### src/rtl/pipeline_pkg.sv
// Shared definitions for the pipeline stall/flush/halt controller:
// FSM state encoding, ECALL halt code and drain defaults.
package pipeline_pkg;

    typedef enum logic [1:0] {
        RUN    = 2'd0,
        DRAIN  = 2'd1,
        HALTED = 2'd2
    } state_t;

    // a7 (x17) value that marks an ECALL as end-of-program
    localparam logic [31:0] ECALL_HALT_CODE = 32'd10;

    localparam int DRAIN_CYCLES_DEFAULT = 2;
    localparam int DRAIN_CNT_W          = 3;

    // Drain count loaded on halt acceptance; out-of-range values clamp into 1..7
    function automatic logic [DRAIN_CNT_W-1:0] drain_load(input int cycles);
        logic [DRAIN_CNT_W-1:0] val;
        if (cycles < 1) begin
            val = 3'd1;
        end else if (cycles > 7) begin
            val = 3'd7;
        end else begin
            val = 3'(cycles);
        end
        return val;
    endfunction

endpackage

### src/rtl/perf_counter.sv
// Free-running performance counter with enable; wraps modulo 2^CNT_W.
module perf_counter #(
    parameter int CNT_W = 32
) (
    input  logic             clk,
    input  logic             reset,
    input  logic             en,
    output logic [CNT_W-1:0] count
);

    // Count enabled cycles, natural wrap on overflow
    always_ff @(posedge clk or posedge reset) begin
        if (reset) begin
            count <= '0;
        end else if (en) begin
            count <= count + CNT_W'(1);
        end else begin
            count <= count;
        end
    end

endmodule

### src/rtl/pipeline_stall_ctrl.sv
// Central stall/flush/halt responder for the 5-stage core: decodes per-stage
// register enables, sequences the end-of-program drain, counts stalls/flushes.
module pipeline_stall_ctrl
    import pipeline_pkg::*;
#(
    parameter int CNT_W        = 32,
    parameter int DRAIN_CYCLES = DRAIN_CYCLES_DEFAULT
) (
    input  logic             clk,
    input  logic             reset,
    input  logic             hazard_detected,
    input  logic             branch_mispredict,
    input  logic             mem_busy,
    input  logic             halt_ex,
    output logic             pc_write,
    output logic             if_id_write,
    output logic             if_id_flush,
    output logic             id_ex_write,
    output logic             id_ex_bubble,
    output logic             ex_mem_write,
    output logic             mem_wb_write,
    output logic             halted,
    output logic [CNT_W-1:0] stall_cycles,
    output logic [CNT_W-1:0] flush_count
);

    localparam logic [DRAIN_CNT_W-1:0] DRAIN_LOAD = drain_load(DRAIN_CYCLES);

    state_t                 state_r;
    state_t                 state_next;
    logic [DRAIN_CNT_W-1:0] drain_cnt_r;
    logic [DRAIN_CNT_W-1:0] drain_cnt_next;
    logic                   halted_r;
    logic                   stall_en;
    logic                   flush_en;

    // State, drain counter and halted flag; halted rises on the same edge the FSM enters HALTED
    always_ff @(posedge clk or posedge reset) begin
        if (reset) begin
            state_r     <= RUN;
            drain_cnt_r <= 3'd0;
            halted_r    <= 1'b0;
        end else begin
            state_r     <= state_next;
            drain_cnt_r <= drain_cnt_next;
            halted_r    <= (state_next == HALTED);
        end
    end

    assign halted = halted_r;

    // Next-state and zero-latency enable decode; enables must gate the same edge
    always_comb begin
        state_next     = state_r;
        drain_cnt_next = drain_cnt_r;
        pc_write       = 1'b0;
        if_id_write    = 1'b0;
        if_id_flush    = 1'b0;
        id_ex_write    = 1'b0;
        id_ex_bubble   = 1'b0;
        ex_mem_write   = 1'b0;
        mem_wb_write   = 1'b0;
        stall_en       = 1'b0;
        flush_en       = 1'b0;

        case (state_r)
            RUN: begin
                if (mem_busy) begin
                    // full freeze; every other request waits for the memory
                    stall_en = 1'b1;
                end else if (branch_mispredict) begin
                    // squash the wrong-path instructions, including any stalled one
                    pc_write     = 1'b1;
                    if_id_write  = 1'b1;
                    if_id_flush  = 1'b1;
                    id_ex_write  = 1'b1;
                    id_ex_bubble = 1'b1;
                    ex_mem_write = 1'b1;
                    mem_wb_write = 1'b1;
                    flush_en     = 1'b1;
                end else if (hazard_detected) begin
                    id_ex_write  = 1'b1;
                    id_ex_bubble = 1'b1;
                    ex_mem_write = 1'b1;
                    mem_wb_write = 1'b1;
                    stall_en     = 1'b1;
                end else begin
                    pc_write     = 1'b1;
                    if_id_write  = 1'b1;
                    id_ex_write  = 1'b1;
                    ex_mem_write = 1'b1;
                    mem_wb_write = 1'b1;
                end

                if (halt_ex && !mem_busy) begin
                    state_next     = DRAIN;
                    drain_cnt_next = DRAIN_LOAD;
                end else begin
                    state_next     = RUN;
                    drain_cnt_next = drain_cnt_r;
                end
            end

            DRAIN: begin
                // front end held, bubbles fed behind the halting instruction
                id_ex_write  = !mem_busy;
                id_ex_bubble = 1'b1;
                ex_mem_write = !mem_busy;
                mem_wb_write = !mem_busy;
                stall_en     = mem_busy;

                if (!mem_busy) begin
                    drain_cnt_next = drain_cnt_r - 3'd1;
                    if (drain_cnt_r == 3'd1) begin
                        state_next = HALTED;
                    end else begin
                        state_next = DRAIN;
                    end
                end else begin
                    drain_cnt_next = drain_cnt_r;
                    state_next     = DRAIN;
                end
            end

            HALTED: begin
                state_next     = HALTED;
                drain_cnt_next = drain_cnt_r;
            end

            default: begin
                state_next     = RUN;
                drain_cnt_next = 3'd0;
            end
        endcase
    end

    perf_counter #(
        .CNT_W (CNT_W)
    ) u_stall_counter (
        .clk   (clk),
        .reset (reset),
        .en    (stall_en),
        .count (stall_cycles)
    );

    perf_counter #(
        .CNT_W (CNT_W)
    ) u_flush_counter (
        .clk   (clk),
        .reset (reset),
        .en    (flush_en),
        .count (flush_count)
    );

endmodule

### config.mk
export PLATFORM = sky130hd
export DESIGN_NAME = pipeline_stall_ctrl
export DESIGN_NICKNAME = d
export VERILOG_FILES = /design/src/rtl/pipeline_pkg.sv /design/src/rtl/perf_counter.sv /design/src/rtl/pipeline_stall_ctrl.sv
export SDC_FILE = /design/constraint.sdc
export NUM_CORES = 1
export LEC_CHECK = 0
export BUFFER_PORTS_ARGS = -buffer_cell sky130_fd_sc_hd__buf_2
export CORE_UTILIZATION = 25
export DETAILED_ROUTE_END_ITERATION = 10
export PLACE_DENSITY = 0.41
export SKIP_CTS_REPAIR_TIMING = 1
export SLEW_MARGIN = 30
export SYNTH_ARGS = -nofsm -noshare
export SYNTH_HDL_FRONTEND = slang
export SYNTH_SLANG_ARGS = --single-unit
### constraint.sdc
create_clock -name clk -period 2 [get_ports clk]
set_input_delay 0.1 -clock clk [delete_from_list [all_inputs] [get_ports clk]]
set_output_delay 0.1 -clock clk [all_outputs]
set_load 0.005 [all_outputs]
### Yosys cells after proc, flatten, opt, wreduce, memory -nomap -nowiden

Cells that the tools add are included.

* add/sub/neg operators: 3
* equal/unequal tests: 6
* multiplexer cells: 23
* bitwise gates (word level): 1
* reductions and logical operators: 4

Operators with widths (count)
* $add 32x1->32 const B: 2
* $mux 1: 14
* $pmux 3 s3: 1
* $mux 3: 2
* $pmux 1 s2: 3
* $pmux 2 s3: 1
* $eq 2x2->1 const B: 2
* $mux 2: 2
* $ne 2x2->1 const B: 2
* $eq 3x1->1 const B: 1
* $reduce_and 3->1: 1
* $sub 3x1->3 const B: 1
* $eq 2x1->1 const B: 1
* $logic_not 2->1: 1
* $logic_and 1x1->1: 1
* $logic_not 1->1: 1
* $not 1->1: 1

* register bits after elaboration: 70
* bits of input ports: 6
* output and inout port bits: 72
* word-level logic and storage cells: 42

### Logic depth before layout (Yosys ltp)

Gate-level depths: netlist of the first run.

* depth after elaboration: 5
* gate-level depth with buffers: 7

### Hierarchy

From an unflattened synthesis of the first run, not the netlist that was laid out.

* cell total of the unflattened synthesis: 300
* area, all modules: 3473.3 um2

Modules (own cells, without submodules)
* perf_counter: times used 2, cells an instance 126, area each 1510.2 um2, seq. area each 800.8 um2
* pipeline_stall_ctrl: times used 1, cells an instance 48, area each 452.9 um2, seq. area each 150.1 um2

### Worst setup path after synthesis of the first run

OpenSTA, ideal clock, no wires.

* path type: register to register
* from: register state_r[1]
* to: register u_flush_counter.count[31]
* arrival time: 1.552 ns
* data required time: 1.877 ns
* slack: 0.325 ns
* cell stages (with the launch flop): 7
* path through: dfrtp_1 > clkbuf_1 > nor3_2 > nand3_1 > nor4_4 > nand4_1 > xnor2_1

* longest elaborated chain between the ends: 2

RTL lines
* start: declaration: RTL line pipeline_stall_ctrl.sv:29 `state_t state_r;`
* start signal: assignment: RTL line pipeline_stall_ctrl.sv:44 `state_r <= state_next;`
* $logic_not 2->1: RTL line pipeline_stall_ctrl.sv:66 `case (state_r)`
* $mux 1: RTL line pipeline_stall_ctrl.sv:66
* end signal: assignment: RTL line perf_counter.sv:16 `count <= count + CNT_W'(1);`
* end signal: assignment: RTL line perf_counter.sv:18 `count <= count;`
* end: declaration: RTL line perf_counter.sv:8 `output logic [CNT_W-1:0] count`

Every way passes these cells.
A chain may end at the register's enable or synchronous reset.

### Final worst setup path of the first run

* from: register state_r[0]
* to: register u_stall_counter.count[15]

* longest elaborated chain between the ends: 2
* elaborated cells on any way between the ends: 3
* classes of those cells: 1 x eq/ne; 1 x mux; 1 x reduce/logical

RTL lines (RTL line)
* $eq 2x1->1 / $logic_not 2->1 (equally long branches): pipeline_stall_ctrl.sv:66
* $pmux 1 s2 *: pipeline_stall_ctrl.sv:66
* end signal: assignment: perf_counter.sv:16
* end signal: assignment: perf_counter.sv:18
* end: declaration: perf_counter.sv:8

Every way passes the cells marked *; elsewhere a longest branch is shown, timed or not.

==> qor.txt, run 1 <==
crit path max fanout = 5
GRT Residual Overflow = 0
largest net degree at the start of global routing = 71
Site Rows = 41
startpoint types = flip-flop
Routed Antenna Nets = 0
Slew @ Worst Pin = 0.433 ns
met3 GRT Util = 4.77%
Crit path buffers/inverters = 0
final std cells w/o fill = 565
Peak VDD IR = 0.280 mV
Setup CP Type = reg2reg
HP Class = in2reg
clock buffer depth = 2
RR Startpoint = state_r[0]
Detailed Route Iter0 Violations = 72
share of cells above drive strength 1 = 28.5%
WHS = 0.116 ns
area growth from synthesis to layout = 28.0%
minimum clock period = 1.78 ns
Synth Instances = 298
Syn Area/Cell = 11.0 um2
syn nets = 308
TritonRoute pass-1 iters = 4
Final Skew = 0.00811 ns
sequential area share after synthesis = 53.4%
Wirelength per Cell = 13.2 um
max_slew headroom = 71.0%
hold path start = halt_ex
Nets = 398
Num CTS Buffers = 9
DRC errors left = 0
commonest non-fill, non-tap cell in the layout = buf_2
layer with the highest usage = met2
Total Wirelength = 7450 um
met2 GRT Util = 20.0%
placed insts = 548
slowest stage delay, CP = 0.43 ns
Synth Cell Area = 3280 um2
PortBufs = 77
via count = 2444
die span in x = 117 um
Max Clock Freq = 0.563 GHz
floorplan core area = 12700 um2
synth top area cells = dfrtp_1, xnor2_1, xor2_1, nand4_1, nand3_1
Final TNS setup = 0 ns
most frequent cells in the layout = buf_2, dfrtp_1, xnor2_1, nand2_1, nand3_1
Synth area leader = dfrtp_1
num ports = 78
Worst-path clk slew = 0.05 ns
P_leak = 2.11 nW
routability cong. = 0.780
Worst EP required = 2.25 ns
routing usage on met1 = 15.4%
crit path cell chain = nor3b_4 > o2111ai_1 > or2_1 > nor4_2 > xor2_1
initial antenna violation count = 0
synth warn = 0
number of max-cap violations = 0
effective utilization at floorplan = 25.8%
Clk Latency, worst-skew pair = 0.33 ns
CTS sink count = 70
Root Buffer = clkbuf_16
fin. max-slew vios = 0
critical path capture point type = flip-flop
post-synthesis cell type count = 35
Synth Register Bits = 70
GRT Overall Usage = 12.4%
Tcrit/Tclk final = 88.8%
Worst Setup SP = state_r[0]
Die Y = 117 um
Setup Viol. Count Final = 0
largest delay contributor family on the critical path = simple AND/OR/NAND/NOR gates
Via-to-Cell Ratio = 4.33
post-synth top area share = 53.4%
Antenna Cells = 0
DPL Wire Length = 5500 um
outcome = completed
Crit-path slowest cell = dfrtp_1
final hold viol count = 0
Arr. time, crit path = 2.03 ns
first-pass GRT wire length = 12600 um
die area = 13600 um2
Cell Pwr Density = 698 nW/um2
H-tree depth = 3
number of global-route vias before repair = 2477
CTS tree = yes
RSZ-0062 raised after global routing = false
## metal layers
layer | part of all wire (%) | vias to the layer above
li1 | - | 1208
met2 | 47 | 58
met1 | 46 | 1171
met5 | 0 | -
met4 | 0.85 | 0
met3 | 5.8 | 7
## state kept, by name, indices dropped and copies added, names as in the netlist
register	cells
u_flush_counter.count	32
halted	1
state_r	2
u_stall_counter.count	32
drain_cnt_r	3
## cell usage after synthesis, drive strengths merged
cell	instances
and4	8
xnor2	45
clkbuf	2
and4b	1
xor2	17
a32oi	1
o2111a	1
o2111ai	1
or2	1
a21oi	5
nor3b	1
buf	7
dfrtp	70
mux2	2
nor4b	1
o21ai	9
nand4	18
nand2	28
nor4	2
and3	6
and2	5
or3	1
inv	10
nand3	22
a22o	1
nor2b	1
nand4b	1
ha	4
nor3	9
nor2	18
## power by group
| group | leakage [nW] | switching (mW) | internal, mW | total, mW |
|---|---|---|---|---|
| clock | 0.126 | 0.561 | 0.871 | 1.43 |
| sequential | 0.944 | 0.00460 | 1.42 | 1.43 |
| combinational | 1.04 | 0.0485 | 0.0220 | 0.0705 |
| total | 2.11 | 0.614 | 2.31 | 2.93 |
## layout make-up
cell class | instances | area, um2
Fill cell | 1383 | 8530
Sequential cell | 70 | 1750
Multi-Input combinational cell | 209 | 1440
Timing Repair Buffer | 88 | 483
Clock buffer | 13 | 250
Tap cell | 172 | 215
Inverter | 10 | 37.5
Clock inverter | 3 | 20.0
## final timing paths
| kind | end | slack, ns | cells past startpoint |
|---|---|---|---|
| setup / recovery | u_stall_counter.count[15] | 0.22 | 5 |
| hold / removal | drain_cnt_r[2] | 0.12 | 4 |
| setup reg to reg | u_stall_counter.count[15] | 0.22 | 5 |
| hold reg to reg | u_flush_counter.count[31] | 0.46 | 1 |
| max in group asynchronous | drain_cnt_r[0] | 1.28 | 4 |
| min in group asynchronous | u_flush_counter.count[31] | 0.42 | 4 |
## worst min-delay path, cell delays in order
cell,delay [ns]
buf_2,0.09
a21oi_1,0.08
nand2_1,0.06
o21ai_0,0.07
## metrics by stage
stage / area (um2) / power, mW / setup slack (ns) / utilization (%)
detailed placement: 3910 / 1.52 / 0.176 / 30.7
CTS: 4180 / 2.99 / 0.155 / 32.9
floorplan: 3280 / 1.49 / 0.132 / -
finish: 4200 / 2.93 / 0.225 / 33.0
global placement: 3910 / 1.52 / 0.234 / 30.7
global route: 4200 / 3.06 / 0.0343 / 33.0
## cell families (layout without fill, tap and decap cells)
kind of cell | count (synthesis) | after routing | synth area share [%]
adders and majority gates | 4 | 4 | 1.53
buffers and inverters | 19 | 114 | 2.86
DFF | 70 | 70 | 53.4
muxes | 2 | 2 | 0.687
xor gates and xnor gates | 62 | 62 | 16.6
AOI/OAI and AO/OA | 18 | 18 | 3.28
and+or+nand+nor | 123 | 123 | 21.6
Note: power is estimated with default switching activity, not from simulation.
==> run 2, diff against run 1 <==
--- a/config.mk
+++ b/config.mk
@@ -6,9 +6,12 @@
 export NUM_CORES = 1
 export LEC_CHECK = 0
 export BUFFER_PORTS_ARGS = -buffer_cell sky130_fd_sc_hd__buf_2
+export CELL_PAD_IN_SITES_DETAIL_PLACEMENT = 0
+export CELL_PAD_IN_SITES_GLOBAL_PLACEMENT = 1
 export CORE_UTILIZATION = 25
 export DETAILED_ROUTE_END_ITERATION = 10
-export PLACE_DENSITY = 0.41
+export GPL_ROUTABILITY_DRIVEN = 1
+export PLACE_DENSITY = 0.5
 export SKIP_CTS_REPAIR_TIMING = 1
 export SLEW_MARGIN = 30
 export SYNTH_ARGS = -nofsm -noshare
==> constraint.sdc (replaced) <==
create_clock -name clk -period 1.8 [get_ports clk]
set_input_delay 0.09 -clock clk [delete_from_list [all_inputs] [get_ports clk]]
set_output_delay 0.09 -clock clk [all_outputs]
set_load 0.005 [all_outputs]
==> qor.txt, run 2 (synthesized netlist as in run 1, its figures left out) <==
Setup CP Type = reg2reg (unchanged)
Comb power frac = 2.6% (was 2.4%)
Peak VDD IR = 0.330 mV (was 0.280 mV)
Int Pwr = 2.66 mW (was 2.31 mW)
Worst-path clk slew = 0.05 ns (about the same)
Num CTS Buffers = 9 (unchanged)
fin util = 34.9% (was 33.0%)
clock share of power = 50.2% (was 48.9%)
Flop pwr share = 47.2% (was 48.7%)
Clk Latency, worst-skew pair = 0.33 ns (about the same)
HP Class = in2reg (unchanged)
final hold viol count = 0 (unchanged)
most frequent cells in the layout = buf_2, dfrtp_1, xnor2_1, buf_4, nand2_1 (was buf_2, dfrtp_1, xnor2_1, nand2_1, nand3_1)
layout filler cell count = 1365 (was 1383)
Via-to-Cell Ratio = 4.31 (was 4.33)
H-tree depth = 3 (unchanged)
Max Clock Freq = 0.586 GHz (was 0.563 GHz)
Tcrit/Tclk final = 94.8% (was 88.8%)
CTS tree = yes (unchanged)
DRC errors left = 0 (unchanged)
via count = 2536 (was 2444)
floorplan core area = 12700 um2 (unchanged)
fin. max-slew vios = 0 (unchanged)
Arr. time, crit path = 1.97 ns (was 2.03 ns)
Sw Pwr = 702 uW (was 614 uW)
largest net degree at the start of global routing = 30 (was 71)
minimum clock period = 1.71 ns (was 1.78 ns)
number of global-route vias before repair = 2490 (was 2477)
sw frac = 20.9% (was 21.0%)
share of cells above drive strength 1 = 34.5% (was 28.5%)
effective utilization at floorplan = 25.8% (unchanged)
first-pass GRT wire length = 12700 um (was 12600 um)
startpoint types = flip-flop (unchanged)
Cell Pwr Density = 757 nW/um2 (was 698 nW/um2)
Slew @ Worst Pin = 0.509 ns (was 0.433 ns)
PortBufs = 77 (unchanged)
initial antenna violation count = 0 (unchanged)
TritonRoute pass-1 iters = 4 (unchanged)
DPL Wire Length = 5880 um (was 5500 um)
Die Y = 117 um (unchanged)
RSZ-0062 raised after global routing = true (was false)
Root Buffer = clkbuf_16 (unchanged)
max_slew headroom = 66.0% (was 71.0%)
number of max-cap violations = 0 (unchanged)
critical path capture point type = flip-flop (unchanged)
Worst EP required = 2.06 ns (was 2.25 ns)
Setup Viol. Count Final = 0 (unchanged)
placed instance area = 4080 um2 (was 3910 um2)
routability cong. = 0.711 (was 0.780)
Wirelength per Cell = 13.5 um (was 13.2 um)
Design Area, Final = 4440 um2 (was 4200 um2)
Site Rows = 41 (unchanged)
crit path max fanout = 6 (was 5)
GRT Residual Overflow = 0 (unchanged)
outcome = completed (unchanged)
Nets = 422 (was 398)
GRT Overall Usage = 12.7% (was 12.4%)
CTS sink count = 70 (unchanged)
Antenna Cells = 0 (unchanged)
Final TNS setup = 0 ns (unchanged)
Final Skew = 0.00450 ns (was 0.00811 ns)
num ports = 78 (unchanged)
Total Wirelength = 7950 um (was 7450 um)
Largest regs = u_flush_counter.count x32, u_stall_counter.count x32, drain_cnt_r x3 (unchanged)
die span in x = 117 um (unchanged)
die area = 13600 um2 (unchanged)
Detailed Route Iter0 Violations = 122 (was 72)
area growth from synthesis to layout = 35.3% (was 28.0%)
commonest non-fill, non-tap cell in the layout = buf_2 (unchanged)
P_leak = 2.26 nW (was 2.11 nW)
clock buffer depth = 2 (unchanged)
Routed Antenna Nets = 0 (unchanged)
-- run 2: power by group through the flow --
stage / registers, mW / clock network, mW / logic, mW
4_1_cts: 1.58 / 1.75 / 0.0899
2_1_floorplan: 1.61 / 0 / 0.0424
3_5_place_dp: 1.61 / 0 / 0.0902
3_3_place_gp: 1.61 / 0 / 0.0894
5_1_grt: 1.58 / 1.82 / 0.104
6_report: 1.58 / 1.69 / 0.0884
-- run 2: layout make-up --
class	instances	area (um2)	area share, %
flip-flops and latches	70	1750	39.5
multi-input cells	209	1470	33.1
repair buffers	112	676	15.2
clock buffers	16	282	6.35
well taps	172	215	4.85
inverters	10	41.3	0.931
-- run 2: through the flow --
stage	power, mW	std cells	hold WS [ns]	worst slack [ns]
2_1_floorplan	1.65	298	0.247	0.125
3_3_place_gp	1.70	569	0.159	0.0724
3_5_place_dp	1.70	569	0.159	0.0256
4_1_cts	3.42	585	-0.207	0.00426
5_1_grt	3.51	589	0.116	-0.0218
6_report	3.36	589	0.102	0.0938
-- run 2: worst paths after layout --
| check | slack, ns | cells past startpoint | to | start |
|---|---|---|---|---|
| max in group asynchronous | 0.95 | 4 | u_stall_counter.count[26] | reset |
| worst min-delay path | 0.10 | 4 | drain_cnt_r[0] | halt_ex |
| min in group asynchronous | 0.33 | 3 | drain_cnt_r[0] | reset |
| worst max-delay path | 0.09 | 6 | u_flush_counter.count[15] | state_r[1] |
| worst min register to register | 0.47 | 1 | u_flush_counter.count[31] | u_flush_counter.count[31] |
| worst max register to register | 0.09 | 6 | u_flush_counter.count[15] | state_r[1] |
-- run 2: routing by layer --
metal / vias to the layer above / part of all wire, % / global-route usage (%)
met3: 11 / 5.6 / 5.03
met5: - / 0 / 0
met4: 0 / 1.6 / 5.38
met2: 53 / 45 / 19.3
li1: 1257 / - / -
met1: 1215 / 48 / 15.8
-- run 2: critical path, stage by stage (launching register included) --
cell,delay (ns)
dfrtp_1,0.44
or3_4,0.43
nor4b_4,0.25
buf_4,0.18
nand2_2,0.05
nor2_1,0.13
xor2_1,0.15
==> run 3, diff against run 2 <==
--- a/config.mk
+++ b/config.mk
@@ -5,13 +5,14 @@
 export SDC_FILE = /design/constraint.sdc
 export NUM_CORES = 1
 export LEC_CHECK = 0
+export ABC_AREA = 1
 export BUFFER_PORTS_ARGS = -buffer_cell sky130_fd_sc_hd__buf_2
 export CELL_PAD_IN_SITES_DETAIL_PLACEMENT = 0
 export CELL_PAD_IN_SITES_GLOBAL_PLACEMENT = 1
 export CORE_UTILIZATION = 25
 export DETAILED_ROUTE_END_ITERATION = 10
 export GPL_ROUTABILITY_DRIVEN = 1
-export PLACE_DENSITY = 0.5
+export PLACE_DENSITY = 0.54
 export SKIP_CTS_REPAIR_TIMING = 1
 export SLEW_MARGIN = 30
 export SYNTH_ARGS = -nofsm -noshare
==> constraint.sdc (replaced) <==
create_clock -name clk -period 1.37 [get_ports clk]
set_input_delay 0.0685 -clock clk [delete_from_list [all_inputs] [get_ports clk]]
set_output_delay 0.0685 -clock clk [all_outputs]
set_load 0.005 [all_outputs]
==> qor.txt, run 3 <==
outcome = complete, but fails checks (was completed)
failing checks = negative setup slack
critical path capture point type = output port (was flip-flop)
num ports = 78 (unchanged)
final std cells w/o fill = 944 (was 589)
Worst-path clk slew = 0.06 ns (was 0.05 ns)
multiplexer share of the synthesized area = 0% (was 0.687%)
Worst EP required = 1.30 ns (was 2.06 ns)
crit path cell chain = inv_2 > nand2_4 > nor2_4 > buf_12 > buf_8 > buf_6 (was or3_4 > nor4b_4 > buf_4 > nand2_2 > nor2_1 > xor2_1)
clock buffer depth = 2 (unchanged)
RSZ-0062 raised after global routing = true (unchanged)
Largest regs = u_flush_counter.count x32, u_stall_counter.count x32, drain_cnt_r x3 (unchanged)
placed insts = 906 (was 569)
Site Rows = 46 (was 41)
Synth Area in XOR/XNOR = 6.28% (was 16.6%)
post-synth top area share = 43.3% (was 53.4%)
commonest non-fill, non-tap cell in the layout = nand2_1 (was buf_2)
Design Power = 4.39 mW (was 3.36 mW)
Synth Area in Simple Gates = 42.1% (was 21.6%)
H-tree depth = 3 (unchanged)
Wirelength per Cell = 12.7 um (was 13.5 um)
RR Startpoint = state_r[1] (unchanged)
WHS = 0.00845 ns (was 0.102 ns)
minimum clock period = 1.47 ns
Syn Area/Cell = 7.51 um2 (was 11.0 um2)
GRT Residual Overflow = 0 (unchanged)
die area = 16700 um2 (was 13600 um2)
Total Wirelength = 12000 um (was 7950 um)
post-synthesis cell type count = 27 (was 35)
Crit-path slowest cell = dfrtp_1 (unchanged)
crit path max fanout = 7 (was 6)
number of global-route vias before repair = 3758 (was 2490)
final hold viol count = 0 (unchanged)
Cell Pwr Density = 723 nW/um2 (was 757 nW/um2)
synth top area cells = dfrtp_1, nand2_1, nor2_1, nand3b_1, inv_1 (was dfrtp_1, xnor2_1, xor2_1, nand4_1, nand3_1)
Adder-Cell Fraction of Synth Area = 1.24% (was 1.53%)
Antenna Cells = 0 (unchanged)
effective utilization at floorplan = 25.6% (was 25.8%)
cell count of the worst reg-to-reg path = 8 (was 6)
Setup Viol. Count Final = 31 (was 0)
number of synthesized flops with an enable pin = 0 (unchanged)
capture point of the worst path = if_id_flush (was u_flush_counter.count[15])
TritonRoute pass-1 iters = 4 (unchanged)
max_slew headroom = 77.3% (was 66.0%)
HP Class = in2reg (unchanged)
Routed Antenna Nets = 0 (unchanged)
compound-cell area share of the yosys netlist = 1.55% (was 3.28%)
Tcrit/Tclk final = 108%
Setup CP Type = reg2out (was reg2reg)
die span in x = 129 um (was 117 um)
Post-synth top cells = nand2_1, nor2_1, dfrtp_1 (was dfrtp_1, xnor2_1, nand2_1)
floorplan core area = 15800 um2 (was 12700 um2)
Slew @ Worst Pin = 0.340 ns (was 0.509 ns)
sequential area share after synthesis = 43.3% (was 53.4%)
synth warn = 0 (unchanged)
fin. max-slew vios = 0 (unchanged)
via count = 3969 (was 2536)
Nets = 733 (was 422)
setup slack, reg-to-reg = -0.07 ns (was 0.09 ns)
Peak VDD IR = 0.555 mV (was 0.330 mV)
first-pass GRT wire length = 19300 um (was 12700 um)
Max Clock Freq = 0.679 GHz
Synth async-reset ratio = 100% (unchanged)
largest family of logic cells by synthesized area = simple AND/OR/NAND/NOR gates (unchanged)
P_leak = 3.05 nW (was 2.26 nW)
Die Y = 129 um (was 117 um)
DPL Wire Length = 9150 um (was 5880 um)
routability cong. = 0.756 (was 0.711)
top-count cell post-synth = nand2_1 (was dfrtp_1)
Synth area leader = dfrtp_1 (unchanged)
ys flop type = dfrtp_1 (unchanged)
Worst Setup SP = state_r[1] (unchanged)
Final Skew = 0.00534 ns (was 0.00450 ns)
final worst setup slack = -0.103 ns (was 0.0938 ns)
startpoint types = flip-flop (unchanged)
number of max-cap violations = 0 (unchanged)
syn nets = 549 (was 308)
Num CTS Buffers = 9 (unchanged)
slowest stage delay, CP = 0.43 ns (was 0.44 ns)
Arr. time, crit path = 1.40 ns (was 1.97 ns)
Via-to-Cell Ratio = 4.20 (was 4.31)
CTS sink count = 70 (unchanged)
initial antenna violation count = 0 (unchanged)
GRT Overall Usage = 15.0% (was 12.7%)
CTS tree = yes (unchanged)
share of cells above drive strength 1 = 38.2% (was 34.5%)
Reg-to-Reg End = u_stall_counter.count[7] (was u_flush_counter.count[15])
Synth Cell Area = 4050 um2 (was 3280 um2)
Root Buffer = clkbuf_16 (unchanged)
area growth from synthesis to layout = 50.1% (was 35.3%)
PortBufs = 77 (unchanged)
Synth Register Bits = 70 (unchanged)
DRC errors left = 0 (unchanged)
largest net degree at the start of global routing = 32 (was 30)
fin util = 38.4% (was 34.9%)
Clk Latency, worst-skew pair = 0.33 ns (about the same)
Detailed Route Iter0 Violations = 158 (was 122)
Synth Instances = 539 (was 298)
most frequent cells in the layout = nand2_1, buf_4, buf_2, dfrtp_1, nor2_1 (was buf_2, dfrtp_1, xnor2_1, buf_4, nand2_1)
run 3: changes by cell type after synthesis, sizes merged, moves of 4 or more:
| cell | change |
|---|---|
| a21oi | -4 |
| nand4 | -9 |
| xnor2 | -27 |
| nor2 | +74 |
| nand3b | +26 |
| inv | +39 |
| nor3 | -4 |
| and2 | -4 |
| and4 | -8 |
| and3 | -6 |
| xor2 | -6 |
| nand2 | +182 |
run 3: worst min-delay path by stage:
stage / from / cells after the start / endpoint / slack (ns)
global placement: reset / 2 / u_stall_counter.count[28] / 0.06
detailed placement: reset / 2 / u_stall_counter.count[28] / 0.07
global route: halt_ex / 3 / state_r[0] / 0.04
floorplan: mem_busy / 1 / ex_mem_write / 0.19
finish: halt_ex / 3 / state_r[0] / 0.008
CTS: reset / 2 / u_stall_counter.count[28] / -0.29
run 3: cell families after synthesis:
| family | count (synthesis) |
|---|---|
| adder cells (fa/ha/maj) | 4 |
| AND/OR/NAND/NOR | 370 |
| flip-flops | 70 |
| AO/OA/AOI/OAI | 12 |
| XOR/XNOR | 29 |
| buffers and inverters | 54 |
run 3: worst max-delay path: cells and delay by family, from the launching register on:
family	cells	cell delay [ns]
buffers and inverters	4	0.45
flip-flops	1	0.43
AND/OR/NAND/NOR	2	0.18
run 3: area by class of cell:
type,instances,area [um2]
Timing Repair Buffer,178,1220
Clock inverter,4,22.5
Clock buffer,12,246
Inverter,49,190
Sequential cell,70,1760
Multi-Input combinational cell,415,2360
Fill cell,1684,9750
Tap cell,216,270
run 3: per-stage QoR:
step / setup WS [ns] / area, um2 / setup TNS (ns)
floorplan: 0.0166 / 4050 / 0
global placement: -0.0776 / 5280 / -1.17
detailed placement: -0.119 / 5280 / -1.92
CTS: -0.230 / 5550 / -3.41
global route: -0.185 / 6070 / -6.23
finish: -0.103 / 6070 / -1.56
run 3: report_power, final:
| group | leakage (nW) | internal (mW) | switching, mW |
|---|---|---|---|
| combinational | 2.00 | 0.0448 | 0.0788 |
| clock | 0.132 | 1.27 | 0.916 |
| sequential | 0.920 | 2.07 | 0.00715 |
| total | 3.05 | 3.39 | 1.00 |
run 3: routing by layer:
| metal | global-route usage (%) | up-vias | wire length (um) |
|---|---|---|---|
| li1 | - | 2053 | - |
| met5 | 0 | - | 0 |
| met2 | 24.4 | 53 | 5680 |
| met4 | 5.19 | 0 | 141 |
| met1 | 20.3 | 1853 | 5920 |
| met3 | 2.39 | 10 | 283 |
